<file path="config.mk">
export PLATFORM = sky130hd
export DESIGN_NAME = alu_seq
export DESIGN_NICKNAME = d
export VERILOG_FILES = /design/src/rtl/alu_pkg.sv /design/src/rtl/alu_mul_seq.sv /design/src/rtl/alu_seq.sv
export SDC_FILE = /design/constraint.sdc
export NUM_CORES = 1
export LEC_CHECK = 0
export CAP_MARGIN = 10
export CORE_MARGIN = 8
export CORE_UTILIZATION = 40
export CTS_BUF_LIST = sky130_fd_sc_hd__clkbuf_16
export DETAILED_ROUTE_END_ITERATION = 7
export DONT_BUFFER_PORTS = 1
export SYNTH_ARGS = -nofsm -noshare
export SYNTH_HDL_FRONTEND = slang
export SYNTH_SLANG_ARGS = --single-unit
</file>
<file path="constraint.sdc">
create_clock -name clk -period 7.8 [get_ports clk]
set_clock_uncertainty 0.1 [all_clocks]
set_input_delay 1.56 -clock clk [delete_from_list [all_inputs] [get_ports clk]]
set_output_delay 1.56 -clock clk [all_outputs]
set_load 0.01 [all_outputs]
</file>
<file path="src/rtl/alu_pkg.sv">
// Shared opcode and FSM state definitions for the sequential ALU.
package alu_pkg;

  localparam logic [3:0] OP_MOV  = 4'b0000;
  localparam logic [3:0] OP_NOT  = 4'b0001;
  localparam logic [3:0] OP_ADD  = 4'b0010;
  localparam logic [3:0] OP_NOR  = 4'b0011;
  localparam logic [3:0] OP_SUB  = 4'b0100;
  localparam logic [3:0] OP_NAND = 4'b0101;
  localparam logic [3:0] OP_AND  = 4'b0110;
  localparam logic [3:0] OP_SLT  = 4'b0111;
  localparam logic [3:0] OP_MULU = 4'b1000;
  localparam logic [3:0] OP_SLL  = 4'b1001;
  localparam logic [3:0] OP_SRL  = 4'b1010;
  localparam logic [3:0] OP_SRA  = 4'b1011;

  typedef enum logic [0:0] {
    ST_IDLE,
    ST_MUL
  } state_e;

endpackage

</file>
<file path="src/rtl/alu_mul_seq.sv">
// N-cycle shift-add unsigned multiplier; prod and fin are valid combinationally on the last
// iteration so the parent can register the product on the same edge the multiplier finishes.
module alu_mul_seq #(
  parameter int unsigned N = 32
) (
  input  logic           clk,
  input  logic           rst,
  input  logic           go,
  input  logic [N-1:0]   a,
  input  logic [N-1:0]   b,
  output logic           busy,
  output logic           fin,
  output logic [2*N-1:0] prod
);

  localparam int unsigned CW = $clog2(N);
  localparam logic [CW-1:0] LastCnt = CW'(N - 1);

  logic [2*N-1:0] acc_q, acc_d, acc_step;
  logic [N-1:0]   mcand_q, mcand_d;
  logic [CW-1:0]  cnt_q, cnt_d;
  logic           busy_q, busy_d;
  logic [N:0]     partial;

  // acc holds {running high word, remaining multiplier bits}; each step adds then shifts right.
  always_comb begin
    partial  = {1'b0, acc_q[2*N-1:N]} + {1'b0, (acc_q[0] ? mcand_q : '0)};
    acc_step = {partial, acc_q[N-1:1]};
  end

  always_comb begin
    acc_d   = acc_q;
    mcand_d = mcand_q;
    cnt_d   = cnt_q;
    busy_d  = busy_q;
    if (go && !busy_q) begin
      acc_d   = {{N{1'b0}}, b};
      mcand_d = a;
      cnt_d   = '0;
      busy_d  = 1'b1;
    end else if (busy_q) begin
      acc_d = acc_step;
      cnt_d = cnt_q + CW'(1);
      if (cnt_q == LastCnt) begin
        busy_d = 1'b0;
      end
    end
  end

  always_ff @(posedge clk) begin
    if (rst) begin
      acc_q   <= '0;
      mcand_q <= '0;
      cnt_q   <= '0;
      busy_q  <= 1'b0;
    end else begin
      acc_q   <= acc_d;
      mcand_q <= mcand_d;
      cnt_q   <= cnt_d;
      busy_q  <= busy_d;
    end
  end

  assign busy = busy_q;
  assign fin  = busy_q && (cnt_q == LastCnt);
  assign prod = acc_step;

endmodule

</file>
<file path="src/rtl/alu_seq.sv">
// Registered ALU: single-cycle logic/arithmetic/shift ops plus an N-cycle unsigned multiply,
// sequenced by a start/busy/done handshake.
module alu_seq
  import alu_pkg::*;
#(
  parameter int unsigned N = 32
) (
  input  logic         clk,
  input  logic         rst,
  input  logic         start,
  input  logic [3:0]   mux_in,
  input  logic [N-1:0] in1_val,
  input  logic [N-1:0] in2_val,
  input  logic         c_in,
  output logic [N-1:0] out1_val,
  output logic [N-1:0] out2_val,
  output logic         c_out,
  output logic         ovf,
  output logic         zero,
  output logic         err,
  output logic         busy,
  output logic         done
);

  localparam int unsigned SW = $clog2(N);

  state_e         state_q, state_d;
  logic [N-1:0]   out1_q, out1_d, out2_q, out2_d;
  logic           c_out_q, c_out_d, ovf_q, ovf_d, zero_q, zero_d, err_q, err_d;
  logic           done_q, done_d;

  logic           is_mul, is_sub, mul_go, mul_busy, mul_fin;
  logic [2*N-1:0] mul_prod;
  logic [N-1:0]   b_eff;
  logic           cin_eff;
  logic [N:0]     sum;
  logic           add_ovf;
  logic [SW-1:0]  shamt;
  logic [N-1:0]   res;
  logic           res_c, res_v, res_err;

  assign is_mul = (mux_in == OP_MULU);
  assign is_sub = (mux_in == OP_SUB) || (mux_in == OP_SLT);
  assign mul_go = start && (state_q == ST_IDLE) && is_mul;

  alu_mul_seq #(
    .N(N)
  ) u_mul (
    .clk  (clk),
    .rst  (rst),
    .go   (mul_go),
    .a    (in1_val),
    .b    (in2_val),
    .busy (mul_busy),
    .fin  (mul_fin),
    .prod (mul_prod)
  );

  // One adder serves ADD, SUB and SLT; SLT uses sign XOR overflow so it survives A-B overflow.
  always_comb begin
    b_eff   = is_sub ? ~in2_val : in2_val;
    cin_eff = is_sub ? 1'b1 : ((mux_in == OP_ADD) ? c_in : 1'b0);
    sum     = {1'b0, in1_val} + {1'b0, b_eff} + {{N{1'b0}}, cin_eff};
    add_ovf = (in1_val[N-1] == b_eff[N-1]) && (sum[N-1] != in1_val[N-1]);
    shamt   = in2_val[SW-1:0];
  end

  always_comb begin
    res     = '0;
    res_c   = 1'b0;
    res_v   = 1'b0;
    res_err = 1'b0;
    unique case (mux_in)
      OP_MOV:  res = in1_val;
      OP_NOT:  res = ~in1_val;
      OP_ADD, OP_SUB: begin
        res   = sum[N-1:0];
        res_c = sum[N];
        res_v = add_ovf;
      end
      OP_NOR:  res = ~(in1_val | in2_val);
      OP_NAND: res = ~(in1_val & in2_val);
      OP_AND:  res = in1_val & in2_val;
      OP_SLT:  res = {{(N-1){1'b0}}, sum[N-1] ^ add_ovf};
      OP_MULU: res = '0;
      OP_SLL:  res = in1_val << shamt;
      OP_SRL:  res = in1_val >> shamt;
      OP_SRA:  res = $signed(in1_val) >>> shamt;
      default: res_err = 1'b1;
    endcase
  end

  always_comb begin
    state_d = state_q;
    out1_d  = out1_q;
    out2_d  = out2_q;
    c_out_d = c_out_q;
    ovf_d   = ovf_q;
    zero_d  = zero_q;
    err_d   = err_q;
    done_d  = 1'b0;
    unique case (state_q)
      ST_IDLE: begin
        if (start) begin
          if (is_mul) begin
            state_d = ST_MUL;
          end else begin
            out1_d  = res;
            out2_d  = '0;
            c_out_d = res_c;
            ovf_d   = res_v;
            zero_d  = (res == '0);
            err_d   = res_err;
            done_d  = 1'b1;
          end
        end
      end
      ST_MUL: begin
        if (mul_fin) begin
          state_d = ST_IDLE;
          out1_d  = mul_prod[N-1:0];
          out2_d  = mul_prod[2*N-1:N];
          c_out_d = 1'b0;
          ovf_d   = 1'b0;
          zero_d  = (mul_prod[N-1:0] == '0);
          err_d   = 1'b0;
          done_d  = 1'b1;
        end
      end
    endcase
  end

  always_ff @(posedge clk) begin
    if (rst) begin
      state_q <= ST_IDLE;
      out1_q  <= '0;
      out2_q  <= '0;
      c_out_q <= 1'b0;
      ovf_q   <= 1'b0;
      zero_q  <= 1'b1;
      err_q   <= 1'b0;
      done_q  <= 1'b0;
    end else begin
      state_q <= state_d;
      out1_q  <= out1_d;
      out2_q  <= out2_d;
      c_out_q <= c_out_d;
      ovf_q   <= ovf_d;
      zero_q  <= zero_d;
      err_q   <= err_d;
      done_q  <= done_d;
    end
  end

  assign out1_val = out1_q;
  assign out2_val = out2_q;
  assign c_out    = c_out_q;
  assign ovf      = ovf_q;
  assign zero     = zero_q;
  assign err      = err_q;
  assign busy     = mul_busy;
  assign done     = done_q;

endmodule

</file>
==> impl_metrics.yaml, run 1 <==
outcome:
  outcome: "complete, no violations"
logic_synthesis:
  synth_compound_area_share_pct: 26.93
  yosys.area_share.simple_pct: 21.56
  synth_cells: 2116
  yosys.area.top_type: "dfxtp_1"
  netlist_area_um2: 16110
  synthAdderAreaFrac_pct: 5.421
  synth_edf_count: 0
  seq_area_frac_synth_pct: 21.37
  synthXorXnorAreaFrac_pct: 4.404
  syn_area_per_cell_um2: 7.613
  synth_mux_area_share_pct: 15.03
  synthArstFlopShare_pct: 0
  synth_seq_cells: 172
  synth.top_cell.area_share_pct: 21.37
  ys.flop_type: "dfxtp_1"
  ys_warn_count: 0
  synth_top_family_by_area: "compound AO/OA/AOI/OAI gates"
  yosysUniqueCellTypes: 80
  syn-num-nets: 2256
  synthTopCellsByArea: "dfxtp_1 21%, a21oi_1 7.1%, mux2i_1 6.7%, mux4_2 6.7%, nand2_1 5.4%"
clocking:
  cts_setup_buffers: 0
  ctsResizeCount: 0
  cts_hold_buf: 0
  cts_buffers: 17
  cts.sink_count: 172
  cts_tree: "built"
  worst_setup_hold_path_clk_slew_ns: 0.07
  htree_levels: 4
  clock-root-buffer: "clkbuf_16"
  cts_buffer_depth: 2
  clk_latency_ns: 0.45
die:
  initial_utilization_pct: 40.54
  row_count: 73
  die_w_um: 216.7
  dieArea_um2: 46950
  die_height_um: 216.7
  core_area_um2: 39730
  io_pins: 142
timing:
  worstMarginPinSlew_ns: 1.138
  layout_min_cycle_time_ns: 6.164
  min_period_over_period_pct: 79.02
  max_slew_margin_pct: 23.88
  setup_viol: 0
  fin_tns_setup_ns: 0
  maxSlewViolCount: 0
  rsz0062_at_grt: "no"
  hold_viol_final: 0
  clock.fmax_mhz: 162.2
setup_path:
  end_kind: "flop"
  path_class: "input pin to flop"
  startpoint: "mux_in[3]"
  worstRegToRegCells: 13
  worstPathMaxFanout: 32
  crit_path_start_kind: "input pin"
  required_ns: 8.07
  ff2ff_setup_slack_ns: 3.46
  rr_endpoint: "u_mul.acc_q[61]$_SDFFE_PP0P_"
  arrival_ns: 6.43
  regToRegStartpoint: "u_mul.acc_q[0]$_SDFFE_PP0P_"
cells_and_area:
  drive_above_1_share_pct: 7.136
  area_growth_syn_to_layout_pct: 4.116
  mostFrequentLayoutCell: "nand2_1"
  final_cell_mix: "232 x nand2_1, 226 x a21oi_1, 213 x nor2_1"
  nNetsFinal: 2104
  fin_util_pct: 42.21
routing:
  drtIter0Drc: 1983
  vias: 16671
  dr.pass1.iters: 6
  vias_per_cell: 6.660
  wl_per_cell_um: 28.34
  drt_wl_total_mm: 70.92
  postRouteAntennaNets: 0
  drc_errors: 0
hold_path:
  hp-class: "flop to flop"
  min_to: "u_mul.mcand_q[31]$_SDFFE_PP0P_"
  hold_start: "u_mul.mcand_q[31]$_SDFFE_PP0P_"
  whs_path_depth: 2
global_route:
  grt_pass1_wl_mm: 104.7
  gr-usage-all-layers_pct: 29.06
  grt_max_degree: 118
  antenna_found_initial: 3
  grt_pass1_vias: 15885
  overflow: 0
placement:
  dpl.hpwl_mm: 52.11
  portBuffers: 0
  place_congestion: 1.094
power_and_ir_drop:
  power.density_nw_per_um2: 145.8
  p_total_w: 0.002446
  ir_drop_mv: 0.1343
  p_leak_nw: 6.454
flow_run:
  maxCapViolCount: 0
==> cell usage after synthesis (all sizes together), types with 8 or more instances <==
library cell  number
a211oi            37
a21o              31
a21oi            227
a22o              24
a22oi             15
a2bb2oi            9
a31oi             20
a32oi              8
and2              42
and3              13
buf               51
clkbuf           139
dfxtp            172
ha                65
inv               18
mux2              23
mux2i            108
mux4              48
nand2            232
nand2b            37
nand3             59
nand4             15
nor2             216
nor2b             14
nor3              35
nor3b             11
nor4              16
o211ai            30
o21a              38
o21ai             78
o21bai             8
o221ai             9
o22ai             48
o2bb2ai            8
o31ai              8
or3               15
xnor2             57
xor2              24
==> final cells by class <==
class | instances | area, um^2
Fill cell | 4108 | 22960
Clock buffer | 17 | 425.4
Multi-Input combinational cell | 1733 | 11860
Tap cell | 525 | 656.9
Sequential cell | 172 | 3447
Inverter | 21 | 78.83
Clock inverter | 14 | 147.6
Timing Repair Buffer | 19 | 150.1
Antenna cell | 2 | 5.005
==> worst max-delay path by stage <==
stage	end	slack, ns	cells past startpoint
finish	zero$_SDFFE_PP1P_	1.64	17
global route	zero$_SDFFE_PP1P_	1.42	17
CTS	zero$_SDFFE_PP1P_	1.76	17
detailed placement	zero$_SDFFE_PP1P_	1.30	17
global placement	zero$_SDFFE_PP1P_	1.42	17
floorplan	zero$_SDFFE_PP1P_	0.79	22
==> critical path, cell delays in order <==
cell	delay, ns
inv_1	0.29
nand4_1	0.13
buf_4	0.34
xnor2_1	0.21
fa_1	0.44
inv_1	0.10
fa_1	0.21
nor2b_1	0.07
o31a_1	0.30
o21ai_1	0.42
nor3b_1	0.40
o32ai_1	0.12
or3_1	0.40
or4_1	0.52
nor4_1	0.50
nand3_1	0.16
o31ai_2	0.23
==> flip-flops by register name, summed over array words and instances (netlist names) <==
signal and cells:
out1_val 32, out2_val 32, ovf 1, u_mul.mcand_q 32
err 1, zero 1, c_out 1, u_mul.busy 1
done 1, u_mul.cnt_q 5, u_mul.acc_q 64, state_q 1
==> cell families (layout without fill, tap and decap cells) <==
| kind of cell | Yosys count | after routing |
|---|---|---|
| xor gates and xnor gates | 81 | 81 |
| muxes | 179 | 179 |
| DFF | 172 | 172 |
| buffers and inverters | 211 | 71 |
| and+or+nand+nor | 739 | 739 |
| adders and majority gates | 68 | 68 |
| AOI/OAI and AO/OA | 666 | 666 |
| other | 0 | 2 |
==> per-layer routing <==
layer / vias up / GRT usage, % / wire [um]
met5: - / 0 / 13
met1: 7930 / 34.78 / 26920
met3: 246 / 10.04 / 8090
li1: 7524 / - / -
met4: 2 / 18.24 / 4854
met2: 969 / 44.17 / 31040
==> through the flow <==
stage               hold slack [ns]  setup WS [ns]  area, um^2  instances
floorplan                    0.3317         0.7870       16110       2116
global placement             0.3339          1.417       16180       2469
detailed placement           0.3381          1.303       16180       2469
CTS                          0.3479          1.760       16750       2500
global route                 0.3630          1.418       16770       2502
finish                       0.3489          1.636       16770       2503
==> report_power, final <==
group	internal, W	leakage [nW]	switching [W]
sequential	0.000897	1.39	0.0000236
combinational	0.000276	4.78	0.000416
clock	0.000471	0.281	0.000363
total	0.00164	6.45	0.000802
Power figures use the tool's default switching activity.
==> inputs of run 2 (changes only) <==
==> constraint.sdc (replaced) <==
create_clock -name clk -period 6.2 [get_ports clk]
set_clock_uncertainty 0.1 [all_clocks]
set_input_delay 1.24 -clock clk [delete_from_list [all_inputs] [get_ports clk]]
set_output_delay 1.24 -clock clk [all_outputs]
set_load 0.01 [all_outputs]
==> run 2 against run 1 <==
Net effect: combinational power up 28%; cell count grew 0.44%; wire length rose by 4.4%; largest cell class unchanged; power up 27%; first-iteration DRC count decreased by 2.1%; highest routed layer unchanged; cell area increased by 0.57%; worst hold slack about the same.
==> impl_metrics.yaml, run 2 (synthesis gave the netlist of run 1 again) <==
setup_path:
  critical_path.cell_chain: "nand2b_1 > nand4_1 > buf_4 > xnor2_1 > ha_1 > a211oi_1 > nor2_1 > o311ai_0 > a311oi_1 > a211oi_1 > nand3_1 > or4_1 > nor4_1 > nand3_1 > o31ai_2"
  crit_path_top_delay_cell: "or4_1"
  end_kind: "flop"
  slowest_delay_ns: 0.55
  required_ns: 6.47
  critPathBufInv: 1
  arrival_ns: 5.77
  path_class: "input pin to flop"
  worstPathMaxFanout: 75
  crit_path_start_kind: "input pin"
  path_delay_family: "simple AND/OR/NAND/NOR gates"
placement:
  place_congestion: 1.082
  dpl.hpwl_mm: 54.84
  place_area_um2: 16280
  portBuffers: 0
clocking:
  ctsResizeCount: 0
  htree_levels: 4
  clock-root-buffer: "clkbuf_16"
  clk_latency_ns: 0.45
  cts_tree: "built"
  cts_buffers: 17
  worst_setup_hold_path_clk_slew_ns: 0.07
  cts.sink_count: 172
  cts_hold_buf: 0
  cts_buffer_depth: 2
  cts_setup_buffers: 0
global_route:
  gr-usage-all-layers_pct: 30.24
  grt_pass1_vias: 15774
  overflow: 0
  grt_max_degree: 118
  antenna_found_initial: 8
  grt_pass1_wl_mm: 107.3
outcome:
  outcome: "complete, no violations"
routing:
  vias_per_cell: 6.694
  wl_per_cell_um: 29.44
  dr.pass1.iters: 6
  vias: 16828
  drc_errors: 0
  postRouteAntennaNets: 0
  drt_wl_total_mm: 74.01
  drtIter0Drc: 1942
timing:
  layout_min_cycle_time_ns: 5.505
  min_period_over_period_pct: 88.78
  setup_viol: 0
  worstMarginPinSlew_ns: 1.190
  maxSlewViolCount: 0
  clock.fmax_mhz: 181.7
  hold_viol_final: 0
  rsz0062_at_grt: "no"
  max_slew_margin_pct: 20.35
  fin_tns_setup_ns: 0
  whs_ns: 0.3488
cells_and_area:
  final_cell_mix: "232 x nand2_1, 226 x a21oi_1, 213 x nor2_1"
  top_register: "u_mul.acc_q"
  largest_register_ffs: 64
  multi_input_area_um2: 11870
  fin_util_pct: 42.46
  mostFrequentLayoutCell: "nand2_1"
  nNetsFinal: 2114
  fin_area_um2: 16870
  area_growth_syn_to_layout_pct: 4.715
  fill_cells: 4131
  seqCellArea_um2: 3447
  drive_above_1_share_pct: 7.805
die:
  die_height_um: 216.7
  io_pins: 142
  core_area_um2: 39730
  die_w_um: 216.7
  initial_utilization_pct: 40.54
  dieArea_um2: 46950
  row_count: 73
power_and_ir_drop:
  power.density_nw_per_um2: 183.5
  p_leak_nw: 6.514
  ir_drop_mv: 0.1748
flow_run:
  maxCapViolCount: 0
hold_path:
  hp-class: "flop to flop"
## run 2: power breakdown
group          switching, W  total [W]  internal, W  leakage (nW)
Sequential        0.0000295    0.00116      0.00113          1.39
Combinational      0.000532   0.000888     0.000356          4.84
Clock              0.000459    0.00105     0.000591         0.283
Total               0.00102    0.00310      0.00208          6.51
## run 2: final timing paths
path                               endpoint  depth (start not counted)  slack [ns]                           start
max                       zero$_SDFFE_PP1P_                         15        0.70                       mux_in[0]
min          u_mul.mcand_q[21]$_SDFFE_PP0P_                          2        0.35  u_mul.mcand_q[21]$_SDFFE_PP0P_
max reg2reg    u_mul.acc_q[61]$_SDFFE_PP0P_                         13        1.98     u_mul.acc_q[0]$_SDFFE_PP0P_
min reg2reg  u_mul.mcand_q[21]$_SDFFE_PP0P_                          2        0.35  u_mul.mcand_q[21]$_SDFFE_PP0P_
## run 2: area by class of cell
cell class	count	share of cell area, %
multi-input combinational	1733	70.37
sequential	172	20.43
tap	525	3.894
clock buffer	17	2.522
timing repair buffer	29	1.409
clock inverter	14	0.8604
inverter	21	0.4673
antenna	3	0.04450
## run 2: routing by layer
| metal | part of all wire [%] | GRT usage (%) | wire length, um | vias to the layer above |
|---|---|---|---|---|
| li1 | - | - | - | 7545 |
| met1 | 39 | 36.53 | 28780 | 8161 |
| met2 | 45 | 47.30 | 33090 | 887 |
| met3 | 9.9 | 8.482 | 7302 | 231 |
| met4 | 6.5 | 18.37 | 4825 | 4 |
| met5 | 0.018 | 0 | 13 | - |
## run 2: worst reg2reg max path, delay by kind of cell (launching register included)
kind | cells | cell delay [ns]
fa+ha+maj | 2 | 0.69
flops | 1 | 0.46
compound gates | 7 | 2.18
simple gates | 2 | 0.27
xor+xnor | 1 | 0.19
mux | 1 | 0.16
## run 2: per-stage QoR
stage / power [W] / cells / setup WS, ns
6_report: 0.003096 / 2514 / 0.6954
3_5_place_dp: 0.002043 / 2479 / 0.3954
3_3_place_gp: 0.002047 / 2479 / 0.4360
5_1_grt: 0.003227 / 2513 / 0.5108
4_1_cts: 0.003095 / 2510 / 0.8670
2_1_floorplan: 0.001869 / 2116 / 0.02982
==> inputs of run 3 (changes only) <==
--- a/config.mk
+++ b/config.mk
@@ -11,6 +11,7 @@
 export CTS_BUF_LIST = sky130_fd_sc_hd__clkbuf_16
 export DETAILED_ROUTE_END_ITERATION = 7
 export DONT_BUFFER_PORTS = 1
+export SLEW_MARGIN = 15
 export SYNTH_ARGS = -nofsm -noshare
 export SYNTH_HDL_FRONTEND = slang
 export SYNTH_SLANG_ARGS = --single-unit
==> run 3 against run 2 <==
Net effect: sequential power hardly changed; cell count hardly changed; die area stayed put; sequential share of layout area hardly changed; non-clock buffer count is 1 lower; power hardly changed; fmax is 0.97% higher; utilization hardly changed; wire length hardly changed; critical endpoint unchanged; largest cell class unchanged.
==> impl_metrics.yaml, run 3 (synthesis gave the netlist of run 1 again) <==
setup_path:
  arrival_ns: 5.72
  path_class: "input pin to flop"
  end_kind: "flop"
  crit_path_start_kind: "input pin"
  worstPathMaxFanout: 75
  required_ns: 6.47
timing:
  worstMarginPinSlew_ns: 1.147
  fin_tns_setup_ns: 0
  rsz0062_at_grt: "no"
  min_period_over_period_pct: 87.94
  setup_viol: 0
  hold_viol_final: 0
  clock.fmax_mhz: 183.4
  layout_min_cycle_time_ns: 5.452
  max_slew_margin_pct: 23.25
  maxSlewViolCount: 0
clocking:
  clock-root-buffer: "clkbuf_16"
  worst_setup_hold_path_clk_slew_ns: 0.07
  cts_setup_buffers: 0
  cts_hold_buf: 0
  cts.sink_count: 172
  cts_buffers: 17
  clk_latency_ns: 0.45
  cts_tree: "built"
  htree_levels: 4
  cts_buffer_depth: 2
  ctsResizeCount: 0
die:
  io_pins: 142
  row_count: 73
  initial_utilization_pct: 40.54
  core_area_um2: 39730
  die_height_um: 216.7
  die_w_um: 216.7
  dieArea_um2: 46950
routing:
  vias_per_cell: 6.686
  dr.pass1.iters: 6
  postRouteAntennaNets: 0
  drt_wl_total_mm: 73.96
  met2_length_mm: 32.99
  drtIter0Drc: 1804
  wl_met3_mm: 7.550
  highest_layer: "met5"
  vias: 16802
  drc_errors: 0
  wl_per_cell_um: 29.43
  met1Wirelength_mm: 28.57
cells_and_area:
  multi_input_area_um2: 11880
  nNetsFinal: 2113
  largest_register_ffs: 64
  top_register: "u_mul.acc_q"
  area_growth_syn_to_layout_pct: 4.668
  final_cells: 2513
  mostFrequentLayoutCell: "nand2_1"
  fill_cells: 4132
  drive_above_1_share_pct: 7.809
  fin_util_pct: 42.44
  seqCellArea_um2: 3447
  final_cell_mix: "232 x nand2_1, 226 x a21oi_1, 212 x nor2_1"
global_route:
  grt_pass1_wl_mm: 107.3
  grt_max_degree: 118
  antenna_found_initial: 8
  gr-usage-all-layers_pct: 30.24
  grt_pass1_vias: 15774
  overflow: 0
placement:
  dp.cells: 2479
  portBuffers: 0
  place_congestion: 1.082
  dpl.hpwl_mm: 54.84
power_and_ir_drop:
  p_leak_nw: 6.508
  ir_drop_mv: 0.1752
  power.density_nw_per_um2: 183.5
outcome:
  outcome: "complete, no violations"
flow_run:
  maxCapViolCount: 0
hold_path:
  hp-class: "flop to flop"
run 3: cell count changes in the layout (fill, tap and decap cells not counted), sizes merged:
cell / change
buf: -1
run 3: path summary, 6_finish.rpt:
kind,cells past startpoint,end,slack [ns],startpoint
min reg2reg,2,u_mul.mcand_q[21]$_SDFFE_PP0P_,0.35,u_mul.mcand_q[21]$_SDFFE_PP0P_
max,15,zero$_SDFFE_PP1P_,0.75,mux_in[0]
max reg2reg,13,u_mul.acc_q[61]$_SDFFE_PP0P_,1.99,u_mul.acc_q[0]$_SDFFE_PP0P_
min,2,u_mul.mcand_q[21]$_SDFFE_PP0P_,0.35,u_mul.mcand_q[21]$_SDFFE_PP0P_
run 3: where the power goes:
group	internal [W]	switching (W)	total [W]
Clock	0.000591	0.000458	0.00105
Combinational	0.000355	0.000532	0.000887
Sequential	0.00113	0.0000295	0.00116
Total	0.00207	0.00102	0.00309
run 3: layout make-up:
cell class	count	area share, %
Antenna cell	3	0.04452
Multi-Input combinational cell	1733	70.44
Tap cell	525	3.896
Sequential cell	172	20.44
Inverter	21	0.4675
Clock inverter	14	0.8608
Timing Repair Buffer	28	1.321
Clock buffer	17	2.523
run 3: stage by stage:
stage          hold slack (ns)  area [um^2]  power [W]  worst slack [ns]
6_report                0.3475        16860   0.003094            0.7480
5_1_grt                 0.3629        16860   0.003226            0.5108
4_1_cts                 0.3458        16850   0.003095            0.8670
3_5_place_dp            0.3375        16280   0.002043            0.3954
3_3_place_gp            0.3351        16280   0.002047            0.4360
2_1_floorplan           0.3317        16120   0.001869           0.02982
run 3: worst max-delay path, stage by stage:
cell and delay [ns]:
nand2b_1 0.16, nand4_1 0.12, buf_4 0.51, xnor2_1 0.22
ha_1 0.28, a211oi_1 0.38, nor2_1 0.13, o311ai_0 0.51
a311oi_1 0.24, a211oi_1 0.28, nand3_1 0.15, or4_1 0.55
nor4_1 0.50, nand3_1 0.16, o31ai_2 0.22
run 3: routing by layer:
layer,vias to the layer above,global-route usage [%]
li1,7540,-
met1,8121,36.53
met2,919,47.30
met3,218,8.482
met4,4,18.37
met5,-,0
